==> src/rtl/serializer_pkg.sv <==
// Shared lane-order type and counter sizing helper for the double-buffered serializer.
package serializer_pkg;

  typedef enum logic {
    LSB_FIRST = 1'b0,
    MSB_FIRST = 1'b1
  } lane_order_e;

  // Beat counter width, never narrower than one bit.
  function automatic int unsigned cnt_width(input int unsigned beats);
    return (beats <= 1) ? 1 : $clog2(beats);
  endfunction

endpackage

==> src/rtl/serializer_skid.sv <==
// One-word hold buffer: word plus lane-order bit, with its own valid flag.
module serializer_skid
  import serializer_pkg::*;
#(
  parameter int unsigned DATA_WIDTH = 8
) (
  input  logic                  i_clk,
  input  logic                  i_rst_n,
  input  logic                  i_load,
  input  logic                  i_unload,
  input  logic [DATA_WIDTH-1:0] i_data,
  input  lane_order_e           i_order,
  output logic                  o_valid,
  output logic [DATA_WIDTH-1:0] o_data,
  output lane_order_e           o_order
);

  logic                  valid_q;
  logic [DATA_WIDTH-1:0] data_q;
  lane_order_e           order_q;

  always_ff @(posedge i_clk or negedge i_rst_n) begin
    if (!i_rst_n) begin
      valid_q <= 1'b0;
    end else if (i_load) begin
      valid_q <= 1'b1;
    end else if (i_unload) begin
      valid_q <= 1'b0;
    end
  end

  // Payload is qualified by valid_q, so it carries no reset.
  always_ff @(posedge i_clk) begin
    if (i_load) begin
      data_q  <= i_data;
      order_q <= i_order;
    end
  end

  assign o_valid = valid_q;
  assign o_data  = data_q;
  assign o_order = order_q;

endmodule

==> src/rtl/serializer_dbuf.sv <==
// Parallel-to-lane serializer with an active shift slot and a one-word hold slot.
module serializer_dbuf
  import serializer_pkg::*;
#(
  parameter int unsigned DATA_WIDTH = 8,
  parameter int unsigned LANE_WIDTH = 1
) (
  input  logic                  i_clk,
  input  logic                  i_rst_n,
  input  logic                  i_valid,
  output logic                  o_ready,
  input  logic [DATA_WIDTH-1:0] i_data,
  input  logic                  i_msb_first,
  output logic                  o_valid,
  input  logic                  i_ready,
  output logic [LANE_WIDTH-1:0] o_data,
  output logic                  o_last,
  output logic                  o_busy
);

  localparam int unsigned BEATS = DATA_WIDTH / LANE_WIDTH;
  localparam int unsigned CW    = cnt_width(BEATS);

  generate
    if ((DATA_WIDTH % LANE_WIDTH) != 0 || BEATS < 2) begin : g_bad_cfg
      $fatal(1, "serializer_dbuf: DATA_WIDTH must be a multiple of LANE_WIDTH with at least 2 beats");
    end
  endgenerate

  logic                  active_valid;
  logic [CW-1:0]         cnt;
  logic [DATA_WIDTH-1:0] act_word;
  lane_order_e           act_order;

  logic                  hold_valid;
  logic [DATA_WIDTH-1:0] hold_word;
  lane_order_e           hold_order;
  lane_order_e           in_order;

  logic accept, beat, at_last, refill, hold_load, hold_unload;
  logic [CW-1:0] lane_idx;

  assign in_order = i_msb_first ? MSB_FIRST : LSB_FIRST;
  assign o_ready  = !hold_valid;
  assign accept   = i_valid && o_ready;
  assign beat     = active_valid && i_ready;
  assign at_last  = (cnt == CW'(BEATS - 1));
  assign refill   = !active_valid || (beat && at_last);

  // An accepted word bypasses the hold slot only when it goes straight into active.
  assign hold_unload = refill && hold_valid;
  assign hold_load   = accept && !(refill && !hold_valid);

  serializer_skid #(
    .DATA_WIDTH (DATA_WIDTH)
  ) u_skid (
    .i_clk    (i_clk),
    .i_rst_n  (i_rst_n),
    .i_load   (hold_load),
    .i_unload (hold_unload),
    .i_data   (i_data),
    .i_order  (in_order),
    .o_valid  (hold_valid),
    .o_data   (hold_word),
    .o_order  (hold_order)
  );

  always_ff @(posedge i_clk or negedge i_rst_n) begin
    if (!i_rst_n) begin
      active_valid <= 1'b0;
      cnt          <= '0;
    end else if (refill) begin
      active_valid <= hold_valid || accept;
      cnt          <= '0;
    end else if (beat) begin
      cnt <= cnt + CW'(1);
    end
  end

  always_ff @(posedge i_clk) begin
    if (refill) begin
      if (hold_valid) begin
        act_word  <= hold_word;
        act_order <= hold_order;
      end else if (accept) begin
        act_word  <= i_data;
        act_order <= in_order;
      end
    end
  end

  always_comb begin
    lane_idx = cnt;
    o_data   = '0;
    if (act_order == MSB_FIRST) begin
      lane_idx = CW'(BEATS - 1) - cnt;
    end
    if (active_valid) begin
      o_data = LANE_WIDTH'(act_word >> (lane_idx * LANE_WIDTH));
    end
  end

  assign o_valid = active_valid;
  assign o_last  = active_valid && at_last;
  assign o_busy  = active_valid || hold_valid;

endmodule

==> config.mk <==
export PLATFORM = sky130hd
export DESIGN_NAME = serializer_dbuf
export DESIGN_NICKNAME = d
export VERILOG_FILES = /design/src/rtl/serializer_pkg.sv /design/src/rtl/serializer_skid.sv /design/src/rtl/serializer_dbuf.sv
export SDC_FILE = /design/constraint.sdc
export NUM_CORES = 1
export LEC_CHECK = 0
export CORE_MARGIN = 8
export CORE_UTILIZATION = 35
export CTS_BUF_LIST = sky130_fd_sc_hd__clkbuf_2
export CTS_CLUSTER_SIZE = 10
export DETAILED_ROUTE_END_ITERATION = 7
export MAX_ROUTING_LAYER = met4
export PLACE_DENSITY = 0.67
export SETUP_SLACK_MARGIN = 0.4
export SKIP_CTS_REPAIR_TIMING = 1
export SLEW_MARGIN = 20
export SYNTH_ARGS = -nofsm -noshare
export SYNTH_HDL_FRONTEND = slang
export SYNTH_SLANG_ARGS = --single-unit
==> constraint.sdc <==
create_clock -name i_clk -period 2.2 [get_ports i_clk]
set_input_delay 0.33 -clock i_clk [delete_from_list [all_inputs] [get_ports i_clk]]
set_output_delay 0.33 -clock i_clk [all_outputs]
set_load 0.02 [all_outputs]
* After elaboration in Yosys (flattened, before gate mapping)
Index checks and enable logic that the tools add are counted.
** Cells by class
- $add $sub $neg :: 2
- Equality and inequality tests :: 1
- Shifts and indexed selects :: 1
- Multiplexer cells :: 11
- Reduce and logical (&&, ||, !) cells :: 17
** Operators by type and width (number)
- $mux 8 :: 2
- $mux 3 :: 3
- $shr 8x3->1 :: 1
- $logic_and 1x1->1 :: 7
- $mux 1 :: 6
- $reduce_bool 2->1 :: 3
- $add 3x1->3 const B :: 1
- $eq 3x3->1 const B :: 1
- $logic_not 1->1 :: 3
- $logic_or 1x1->1 :: 3
- $sub 3x3->3 const A :: 1
- $reduce_and 2->1 :: 1
** Storage, ports and cells
- Flip-flop bits (word level) :: 23
- Logic and storage cells :: 39

* Longest topological paths before layout
- Word-level depth :: 7
- Mapped depth :: 5
- Mapped depth without buffers :: 5

* Hierarchy
From an unflattened synthesis, not the netlist that was laid out.
** Second synthesis, totals
- Cells, all modules :: 71
- Area, all modules :: 1063.5 µm²
** By module, submodules not included
- serializer_dbuf :: instances 1, cells each 59, area each 757.0 µm², sequential area each 370.4 µm²
- serializer_skid :: instances 1, cells each 12, area each 306.5 µm², sequential area each 295.3 µm²

* Worst setup path after synthesis
OpenSTA, ideal clock, no wires.
- Path type :: reg-to-reg
- Start :: register cnt[0]
- End :: register u_skid.data_q[0], in the netlist u_skid.o_data[0], enable pin
- Setup time :: 0.389 ns
- Arrival time :: 1.739 ns
- Data required time :: 1.811 ns
- Path slack :: 0.072 ns
- Stages on the path, launching flop included :: 6
- Buffers on the path :: 0
- Clock period less this slack :: 2.128 ns
- Path through :: dfrtp_1 -> ha_1 -> ha_1 -> nand2_1 -> nand2_1 -> nor3b_1
** Between the ends
- Word-level cells in the longest chain between the ends :: 6
** RTL lines
- start: declaration :: line serializer_dbuf.sv:31 : logic [CW-1:0] cnt;
- start signal: assignment :: line serializer_dbuf.sv:76 : cnt <= cnt + CW'(1);
- $eq 3x3->1 :: line serializer_dbuf.sv:47 : assign at_last = (cnt == CW'(BEATS - 1));
- $logic_and 1x1->1 :: line serializer_dbuf.sv:48 : assign refill = !active_valid || (beat && at_last);
- $logic_or 1x1->1 :: line serializer_dbuf.sv:48
- $logic_and 1x1->1 :: line serializer_dbuf.sv:52 : assign hold_load = accept && !(refill && !hold_valid);
- $logic_not 1->1 :: line serializer_dbuf.sv:52
- $logic_and 1x1->1 :: line serializer_dbuf.sv:52
- net hold_load :: line serializer_dbuf.sv:40 : logic accept, beat, at_last, refill, hold_load, hold_unload;
- end signal: assignment :: line serializer_skid.sv:35 : data_q <= i_data;
- end: declaration :: line serializer_skid.sv:19 : logic [DATA_WIDTH-1:0] data_q;
The timed path passes the listed nets, and every way through them passes these cells.
A chain may end at the register's enable or synchronous reset.

* Final worst setup path
- Start :: register cnt[1]
- End :: output port o_data
** Between the ends
- Word-level cells in the longest chain between the ends :: 4
** RTL lines
- $sub 3x3->3 :: line serializer_dbuf.sv:96 : lane_idx = CW'(BEATS - 1) - cnt;
- $mux 3 * :: line serializer_dbuf.sv:95 : if (act_order == MSB_FIRST) begin
- $shr 8x3->1 * :: line serializer_dbuf.sv:99 : o_data = LANE_WIDTH'(act_word >> (lane_idx * LANE_WIDTH));
- $mux 1 * :: line serializer_dbuf.sv:98 : if (active_valid) begin
- end: declaration :: line serializer_dbuf.sv:16 : output logic [LANE_WIDTH-1:0] o_data,
Every way passes the cells marked *; elsewhere a longest branch is shown, timed or not.

==> results.yml <==
clock_tree:
  clock_sinks: 23
  cts_buffers: 3
  clock_latency_ps: 340
  path_clk_slew_ps: 210
  cts.path.max_buffers: 2
  cts_htree_levels: 1
  cts_tree: "done"
  clockRootBuffer: "clkbuf_2"
power_and_ir_drop:
  pwr_density_cell_nw_per_um2: 872
  irDropWorstVdd_mv: 0.427
  leakage_nw: 0.511
logic_synthesis:
  async_flop_share: 0.217
  yosys_warnings: 0
  ys_seq_area_frac: 0.633
  synth_top_cell_area_share: 0.514
  synth_cell_types: 25
  syn_inst: 69
  synth.most_common_cell: "edfxtp_1"
  syn_nets: 84
  synth_common_cells: "18 x edfxtp_1, 9 x mux2_2, 5 x dfrtp_1, 5 x mux2i_1"
  syn_avg_cell_area_um2: 15.2
  synth_top_cell_by_area: "edfxtp_1"
  synth_area_um2: 1050
  synth_edf_count: 18
  ys_seq_elements: 23
  synth_ff_type: "edfxtp_1"
  synth_area_leaders: "edfxtp_1 51%, dfrtp_1 12%, mux2_2 9.6%"
routing:
  ant_nets: 0
  first_pass_iters: 4
  vias_per_cell: 5.05
  wl_per_cell_um: 14.0
  drc_errors: 0
  via_count: 652
  drt_first_iter_violations: 36
  wl_um: 1810
critical_path:
  cp_slowest_cell: "mux4_2"
  worstPathMaxFanout: 4
  crit_path_end_kind: "output port"
  slowest_delay_ps: 530
  r2r-end: "u_skid.o_order"
  worstSetupStartpointType: "register"
  path_delay_family: "multiplexers"
  r2r_slack_ps: 430
  crit_chain: "mux4_2 -> o2111ai_2 -> a21boi_1 -> buf_4"
  path_depth: 4
  crit_type: "register to output port"
  crit_buf_inv: 1
  critPathRequiredTime_ps: 1870
  rr_startpoint: "cnt[1]"
  cp.arrival_ps: 1740
  r2r_cells: 7
floorplan:
  coreArea_um2: 2950
  die-area_um2: 5010
  dieHeight_um: 70.8
  start_util: 0.356
  pin_count: 18
  rows: 20
  die_w_um: 70.8
sta:
  fmax_mhz: 482
  worst_slew_pin_slew_ps: 266
  relSlewSlack: 0.823
  rsz0062_at_grt: "true"
  finalWorstSetupSlack_ps: 127
  min_period_over_period: 0.942
  period_needed_ps: 2070
  hold_slack_ps: 176
  fin_worst_skew_ps: 10.6
  slew_viol_final: 0
  final-hold-violation-count: 0
  setup_viol_count_final: 0
global_route:
  grt_antenna_before_repair: 0
  grt_pass1_vias: 697
  grt_usage: 0.0750
  grt-ovfl-total: 0
  grt_max_degree: 15
  grt_pass1_wl_um: 2950
placed_design:
  hpwl_um: 1360
  port_buffers: 17
  pre_cts_ws_ps: 92.1
  gp_congestion: 0.753
worst_hold_path:
  hp-class: "input pin to asynchronous set/reset pin"
status:
  status: "finished clean"
finish:
  nFillCells: 285
  areaGrowthSynthToFinish_pct: 31.0
  layout.nets: 112
  n_antenna_cell: 0
  drive_gt1_frac: 0.354
job:
  maxCapViolCount: 0
routing by layer:
layer / GRT usage / vias up / share of wire
met5: - / - / 0
met4: 0.0462 / 0 / 0.022
met3: 0.0127 / 5 / 0.027
met2: 0.122 / 15 / 0.50
met1: 0.0847 / 316 / 0.45
li1: - / 316 / -
cell families (layout without fill, tap and decap cells):
| family | Yosys count | in the layout | synth area share |
|---|---|---|---|
| fa+ha+maj | 2 | 2 | 0.0238 |
| buf+inv | 4 | 31 | 0.0226 |
| compound gates | 7 | 7 | 0.0452 |
| mux | 16 | 16 | 0.187 |
| flops | 23 | 23 | 0.633 |
| simple gates | 17 | 17 | 0.0881 |
worst max-delay path by stage:
stage | endpoint | startpoint | slack, ps
floorplan | u_skid.o_data[0] | cnt[0] | 480
global placement | o_data | cnt[1] | 150
detailed placement | o_data | cnt[1] | 90
CTS | o_data | cnt[1] | -330
global route | o_data | cnt[1] | 40
finish | o_data | cnt[1] | 130
cells in the final DEF (no fill, tap or decap), types with 3 or more instances in the layout:
cell type | netlist | final
dfrtp_1 | 5 | 3
nand3_1 | 3 | 3
edfxtp_1 | 18 | 18
clkbuf_2 | 0 | 3
buf_4 | 0 | 7
dlymetal6s2s_1 | 0 | 3
clkdlybuf4s50_1 | 0 | 12
mux2i_1 | 5 | 5
nor2_1 | 3 | 3
mux2_2 | 9 | 9
area by class of cell:
| cell class | count | area (µm²) | area share |
|---|---|---|---|
| clock buffers | 3 | 15.0 | 0.0109 |
| multi-input cells | 42 | 399 | 0.290 |
| inverters | 2 | 7.51 | 0.00545 |
| well taps | 33 | 41.3 | 0.0300 |
| flip-flops and latches | 23 | 668 | 0.485 |
| clock inverters | 1 | 7.51 | 0.00545 |
| repair buffers | 25 | 238 | 0.173 |
where the power goes:
part           internal, mW  switching [mW]
clock network        0.0423           0.127
logic                 0.250           0.189
registers             0.535          0.0564
total                 0.827           0.372
worst register-to-register path, delay by kind of cell, from the launching register on:
| family | cells | cell delay, ps |
|---|---|---|
| AND/OR/NAND/NOR | 3 | 390 |
| buffers and inverters | 2 | 310 |
| adder cells (fa/ha/maj) | 2 | 340 |
| flip-flops | 1 | 480 |
stage by stage:
stage                     utilization  power (mW)  instance area [µm²]  std cells  TNS [ps]
after global placement          0.439       0.999                 1290        122         0
after CTS                       0.446        1.18                 1320        126      -547
after floorplan                     -       0.877                 1060         69         0
final                           0.466        1.20                 1380        129         0
after global routing            0.466        1.28                 1380        129         0
after detailed placement        0.439        1.01                 1290        122         0
registers in the layout, summed over array words and instances (netlist names):
name            cells
act_word            8
u_skid.o_data       8
cnt                 3
act_order           1
o_valid             1
u_skid.o_order      1
u_skid.o_valid      1
(Power assumes the default switching activity.)
==> RTL edit 1: new RTL, same settings <==
`DATA_WIDTH` is set to 8 in 2 places; all go to 6.
--- a/src/rtl/serializer_skid.sv
+++ b/src/rtl/serializer_skid.sv
@@ -3,5 +3,5 @@
   import serializer_pkg::*;
 #(
-  parameter int unsigned DATA_WIDTH = 8
+  parameter int unsigned DATA_WIDTH = 6
 ) (
   input  logic                  i_clk,
--- a/src/rtl/serializer_dbuf.sv
+++ b/src/rtl/serializer_dbuf.sv
@@ -3,5 +3,5 @@
   import serializer_pkg::*;
 #(
-  parameter int unsigned DATA_WIDTH = 8,
+  parameter int unsigned DATA_WIDTH = 6,
   parameter int unsigned LANE_WIDTH = 1
 ) (
Interface: changed (resized i_data); port bits go from 18 to 16. The function was not compared with the original's and may differ.
==> RTL edit 1 against the original RTL <==
Die area decreased by 16%; total power decreased by 1.7%; first-iteration DRC count decreased by 67%; critical path depth decreased by 1; setup slack improved by 0.010 ns; sequential power decreased by 9.8%; design area decreased by 18%; area after synthesis decreased by 20%; wire length decreased by 20%; combinational power increased by 14%; sequential cell count decreased by 4; critical path type unchanged; largest cell class unchanged.
==> RTL edit 1: results (changes against the original RTL) <==
INFO  timing         relSlewSlack=84.8% [+2.5 points]
INFO  routing        route.final.wire_length=1440um [-20%]
INFO  routing        drt_iter0_markers=12 [-67%]
INFO  finish         final_net_count=94 [-16%]
INFO  worst_setup_path crit_path_max_fanout=5 [+1]
INFO  routing        route.met2.wl=723um [-20%]
INFO  timing         fin_worst_skew=0.00337ns [-0.00718 ns]
INFO  finish         post_route_cells_drive_above_1_share=36.3% [+0.83 points]
INFO  power_and_ir_drop irDropWorstVdd=0.491mV [+15%]
INFO  grt            grt_max_degree=11 [-4]
INFO  logic_synthesis synth-compound-area-share=2.69% [-1.8 points]
INFO  logic_synthesis yosys.cell_types.count=21 [-16%]
INFO  routing        dr_wl_met3=54um [+13%]
INFO  clocking       clkTransAtPathRegs=0.16ns [-0.05 ns]
INFO  logic_synthesis synth.mux.area_fraction=15.1% [-3.6 points]
INFO  finish         fillerInstances=217 [-24%]
INFO  grt            grt_pass1_wl=2300um [-22%]
INFO  routing        drt_pass1_iterations=3 [-1]
INFO  logic_synthesis post_synth_main_area_contributors=sky130_fd_sc_hd__edfxtp_1 50%, sky130_fd_sc_hd__dfrtp_1 15%, sky130_fd_sc_hd__mux2_2 11%, sky130_fd_sc_hd__mux4_1 3.1%, sky130_fd_sc_hd__ha_1 3.0%
INFO  clocking       clock_latency=0.29ns [-0.05 ns]
INFO  routing        routedLengthMet1=653um [-20%]
INFO  routing        routed_via_density=4.73 [-6.4%]
INFO  outcome        outcome=finished clean
INFO  logic_synthesis mappedNetlistNets=68 [-19%]
INFO  power_and_ir_drop power.leakage=0.459nW [-10%]
INFO  finish         multi_input_area=313um^2 [-22%]
INFO  grt            grtUsageMet2=10.9% [-1.2 points]
INFO  grt            grt_pass1_vias=529 [-24%]
INFO  placement      hpwlAfterDp=1080um [-20%]
INFO  placement      placedInstanceArea=1060um^2 [-18%]
## RTL edit 1: changes by cell type after synthesis, sizes merged, moves of 2 or more
| cell | delta |
|---|---|
| xor2 | +2 |
| edfxtp | -4 |
| mux2i | -4 |
| nand3b | -2 |
## RTL edit 1: worst paths after layout
check	end	slack, ns	cells after the start
min in group i_clk	act_order$_DFFE_PP_	0.57	1
worst min register to register	act_order$_DFFE_PP_	0.57	1
max in group asynchronous	u_skid.o_valid$_DFFE_PN0P_	1.77	1
worst min-delay path	o_valid$_DFFE_PN0P_	0.23	1
worst max-delay path	o_data	0.14	3
worst max register to register	u_skid.o_data[0]$_DFFE_PP_	0.63	6
## RTL edit 1: kinds of logic after synthesis
group / after synthesis
flops: 19
simple gates: 15
xor+xnor: 3
buf+inv: 3
fa+ha+maj: 2
mux: 10
compound gates: 3
## RTL edit 1: through the flow
stage | std cells | hold slack (ns)
after floorplan | 55 | 0.0344
after global placement | 102 | 0.534
after detailed placement | 102 | 0.536
after CTS | 106 | 0.222
after global routing | 108 | 0.209
final | 108 | 0.228
## RTL edit 1: cell type report
class	instances	area share, %
Clock buffer	4	1.77
Inverter	2	0.664
Multi-Input combinational cell	33	27.7
Sequential cell	19	48.5
Tap cell	28	3.10
Timing Repair Buffer	22	18.4
## RTL edit 1: power groups by stage
stage	combinational [W]	sequential, W	clock (W)
after global placement	0.000434	0.000528	0
after detailed placement	0.000441	0.000531	0
after CTS	0.000445	0.000523	0.000149
after floorplan	0.000288	0.000516	0
after global routing	0.000561	0.000542	0.000163
final	0.000500	0.000534	0.000145
## RTL edit 1: worst max-delay path, stage by stage (launching register included)
cell,delay (ns)
sky130_fd_sc_hd__dfrtp_1,0.46
sky130_fd_sc_hd__mux4_1,0.56
sky130_fd_sc_hd__a32o_1,0.27
sky130_fd_sc_hd__buf_4,0.15
==> RTL edit 2: new RTL, config.mk and constraints unchanged <==
Made on the original files. Make the reset (`i_rst_n`) synchronous in 2 clocked blocks.
--- a/src/rtl/serializer_skid.sv
+++ b/src/rtl/serializer_skid.sv
@@ -20,5 +20,5 @@
   lane_order_e           order_q;
 
-  always_ff @(posedge i_clk or negedge i_rst_n) begin
+  always_ff @(posedge i_clk) begin
     if (!i_rst_n) begin
       valid_q <= 1'b0;
--- a/src/rtl/serializer_dbuf.sv
+++ b/src/rtl/serializer_dbuf.sv
@@ -66,5 +66,5 @@
   );
 
-  always_ff @(posedge i_clk or negedge i_rst_n) begin
+  always_ff @(posedge i_clk) begin
     if (!i_rst_n) begin
       active_valid <= 1'b0;
Formal check against the unedited RTL: differs if i_rst_n is asserted again (counterexample within 4 cycles, from zero or initial values and one cycle with i_rst_n low); with i_rst_n held inactive, the same outputs for 10 cycles.
==> RTL edit 2 against the original RTL <==
Wire length grew 7.7%; setup slack lost 0.029 ns; highest routed layer unchanged; sequential cell count is the same; worst hold slack gained 0.40 ns; area after synthesis grew 2.1%; design area grew 6.4%; utilization grew 2.5 points.
Power is not compared: it rests on default switching activity, and its combinational part moved more than twofold at a synthesized area within 25%.
==> RTL edit 2: results (changes against the original RTL) <==
INFO  logic_synthesis synth_commonest_cells=18 x sky130_fd_sc_hd__edfxtp_1, 9 x sky130_fd_sc_hd__mux2_2, 6 x sky130_fd_sc_hd__a21oi_1, 6 x sky130_fd_sc_hd__nand2_1, 5 x sky130_fd_sc_hd__dfxtp_1
INFO  routing        route.met2.wl=1040um [+16%]
INFO  placement      place.detailed.instances=134 [+9.8%]
INFO  logic_synthesis synth_area_per_cell=13.4um^2 [-12%]
INFO  routing        dr_wl_met3=25um [-48%]
INFO  worst_setup_path worst_path_dominant_cell_family=flip-flops
INFO  grt            grt_pass1_vias=746 [+7.0%]
INFO  timing         relSlewSlack=83.7% [+1.4 points]
INFO  worst_setup_path crit_path_max_fanout=5 [+1]
INFO  clocking       cts_max_level=1 [unchanged]
INFO  timing         final_max_slew_viol_count=0 [unchanged]
INFO  worst_setup_path cpMaxStageDelayCell=sky130_fd_sc_hd__edfxtp_1
INFO  placement      placedInstanceArea=1320um^2 [+2.0%]
INFO  grt            grt_pass1_wl=3040um [+3.3%]
INFO  routing        routed_wire_length_per_instance=13.4um [-4.2%]
INFO  grt            grt_antenna_before_repair=0 [unchanged]
INFO  grt            global_route.usage.total=7.75% [+0.24 points]
INFO  logic_synthesis post_synth_main_area_contributors=sky130_fd_sc_hd__edfxtp_1 50%, sky130_fd_sc_hd__mux2_2 9.4%, sky130_fd_sc_hd__dfxtp_1 9.3%, sky130_fd_sc_hd__mux4_2 4.2%, sky130_fd_sc_hd__a21oi_1 2.8%
INFO  logic_synthesis mappedNetlistNets=95 [+13%]
INFO  placement      port_buffers=17 [unchanged]
INFO  routing        route.vias.total=718 [+10%]
INFO  clocking       clock_latency=0.32ns [-0.02 ns]
INFO  logic_synthesis synthArstFlopShare=0% [-22 points]
INFO  outcome        outcome=finished clean
INFO  hold_path      hold_class=in -> reg
INFO  clocking       clk_path_buf_depth=2 [unchanged]
INFO  clocking       clkTransAtPathRegs=0.21ns [about the same]
INFO  routing        drt_iter0_markers=21 [-42%]
INFO  power_and_ir_drop irDropWorstVdd=0.256mV
INFO  placement      hpwlAfterDp=1510um [+11%]
INFO  worst_setup_path critPathArrivalTime=1.77ns [+0.03 ns]
INFO  routing        route.final.wire_length=1950um [+7.7%]
INFO  timing         fin_worst_skew=0.00773ns [-0.00283 ns]
INFO  placement      dp_slack=0.0680ns [-0.0241 ns]
INFO  routing        routedLengthMet1=843um [+2.8%]
INFO  grt            grt_max_degree=15 [unchanged]
INFO  clocking       cts_inserted_buffers=3 [unchanged]
INFO  finish         post_route_cells_drive_above_1_share=36.6% [+1.2 points]
INFO  logic_synthesis number_of_synthesized_flops_with_an_enable_pin=18 [unchanged]
INFO  logic_synthesis yosys.cell_types.count=26 [+4.0%]
INFO  placement      routabilityCongestion=0.760 [+0.98%]
INFO  logic_synthesis yosysSeqAreaShare=59.7% [-3.7 points]
-- RTL edit 2: cell count changes after synthesis, moves of 2 or more --
| cell | change |
|---|---|
| sky130_fd_sc_hd__nand2_1 | +3 |
| sky130_fd_sc_hd__nand3_1 | -2 |
| sky130_fd_sc_hd__dfrtp_1 | -5 |
| sky130_fd_sc_hd__mux2i_1 | -4 |
| sky130_fd_sc_hd__nand2b_1 | +3 |
| sky130_fd_sc_hd__inv_1 | +2 |
| sky130_fd_sc_hd__dfxtp_1 | +5 |
| sky130_fd_sc_hd__a21oi_1 | +5 |
-- RTL edit 2: final cells by class --
cell class                 instances  area (um^2)
multi-input combinational         50          432
tap                               33         41.3
inverter                           4         15.0
sequential                        23          647
timing repair buffer              31          307
clock buffer                       3         15.0
fill                             266         1510
clock inverter                     1         7.51
-- RTL edit 2: where the power goes --
group	switching, W	internal [W]
logic	0.0000455	0.0000694
clock network	0.000119	0.0000423
registers	0.0000141	0.000495
total	0.000179	0.000606
-- RTL edit 2: kinds of logic after synthesis --
kind of cell	synth area share [%]
xor+xnor	0.816
mux	14.6
flops	59.7
compound gates	6.76
buf+inv	3.38
fa+ha+maj	2.33
simple gates	12.5
-- RTL edit 2: path summary, 6_finish.rpt --
kind                         startpoint                    endpoint  slack, ns  cells past startpoint
min                           i_data[6]  u_skid.o_data[6]$_DFFE_PP_       0.57                      1
min reg2reg  u_skid.o_data[4]$_DFFE_PP_       act_word[4]$_DFFE_PP_       0.58                      1
max                 act_order$_DFFE_PP_                      o_data        0.1                      6
max reg2reg         cnt[1]$_SDFFE_PP0P_  u_skid.o_data[3]$_DFFE_PP_       0.48                      8
-- RTL edit 2: metal layers --
layer / global-route usage [%] / vias up
met1: 7.33 / 347
met3: 1.39 / 2
met2: 13.9 / 7
met4: 5.54 / 0
li1: - / 362
met5: - / -
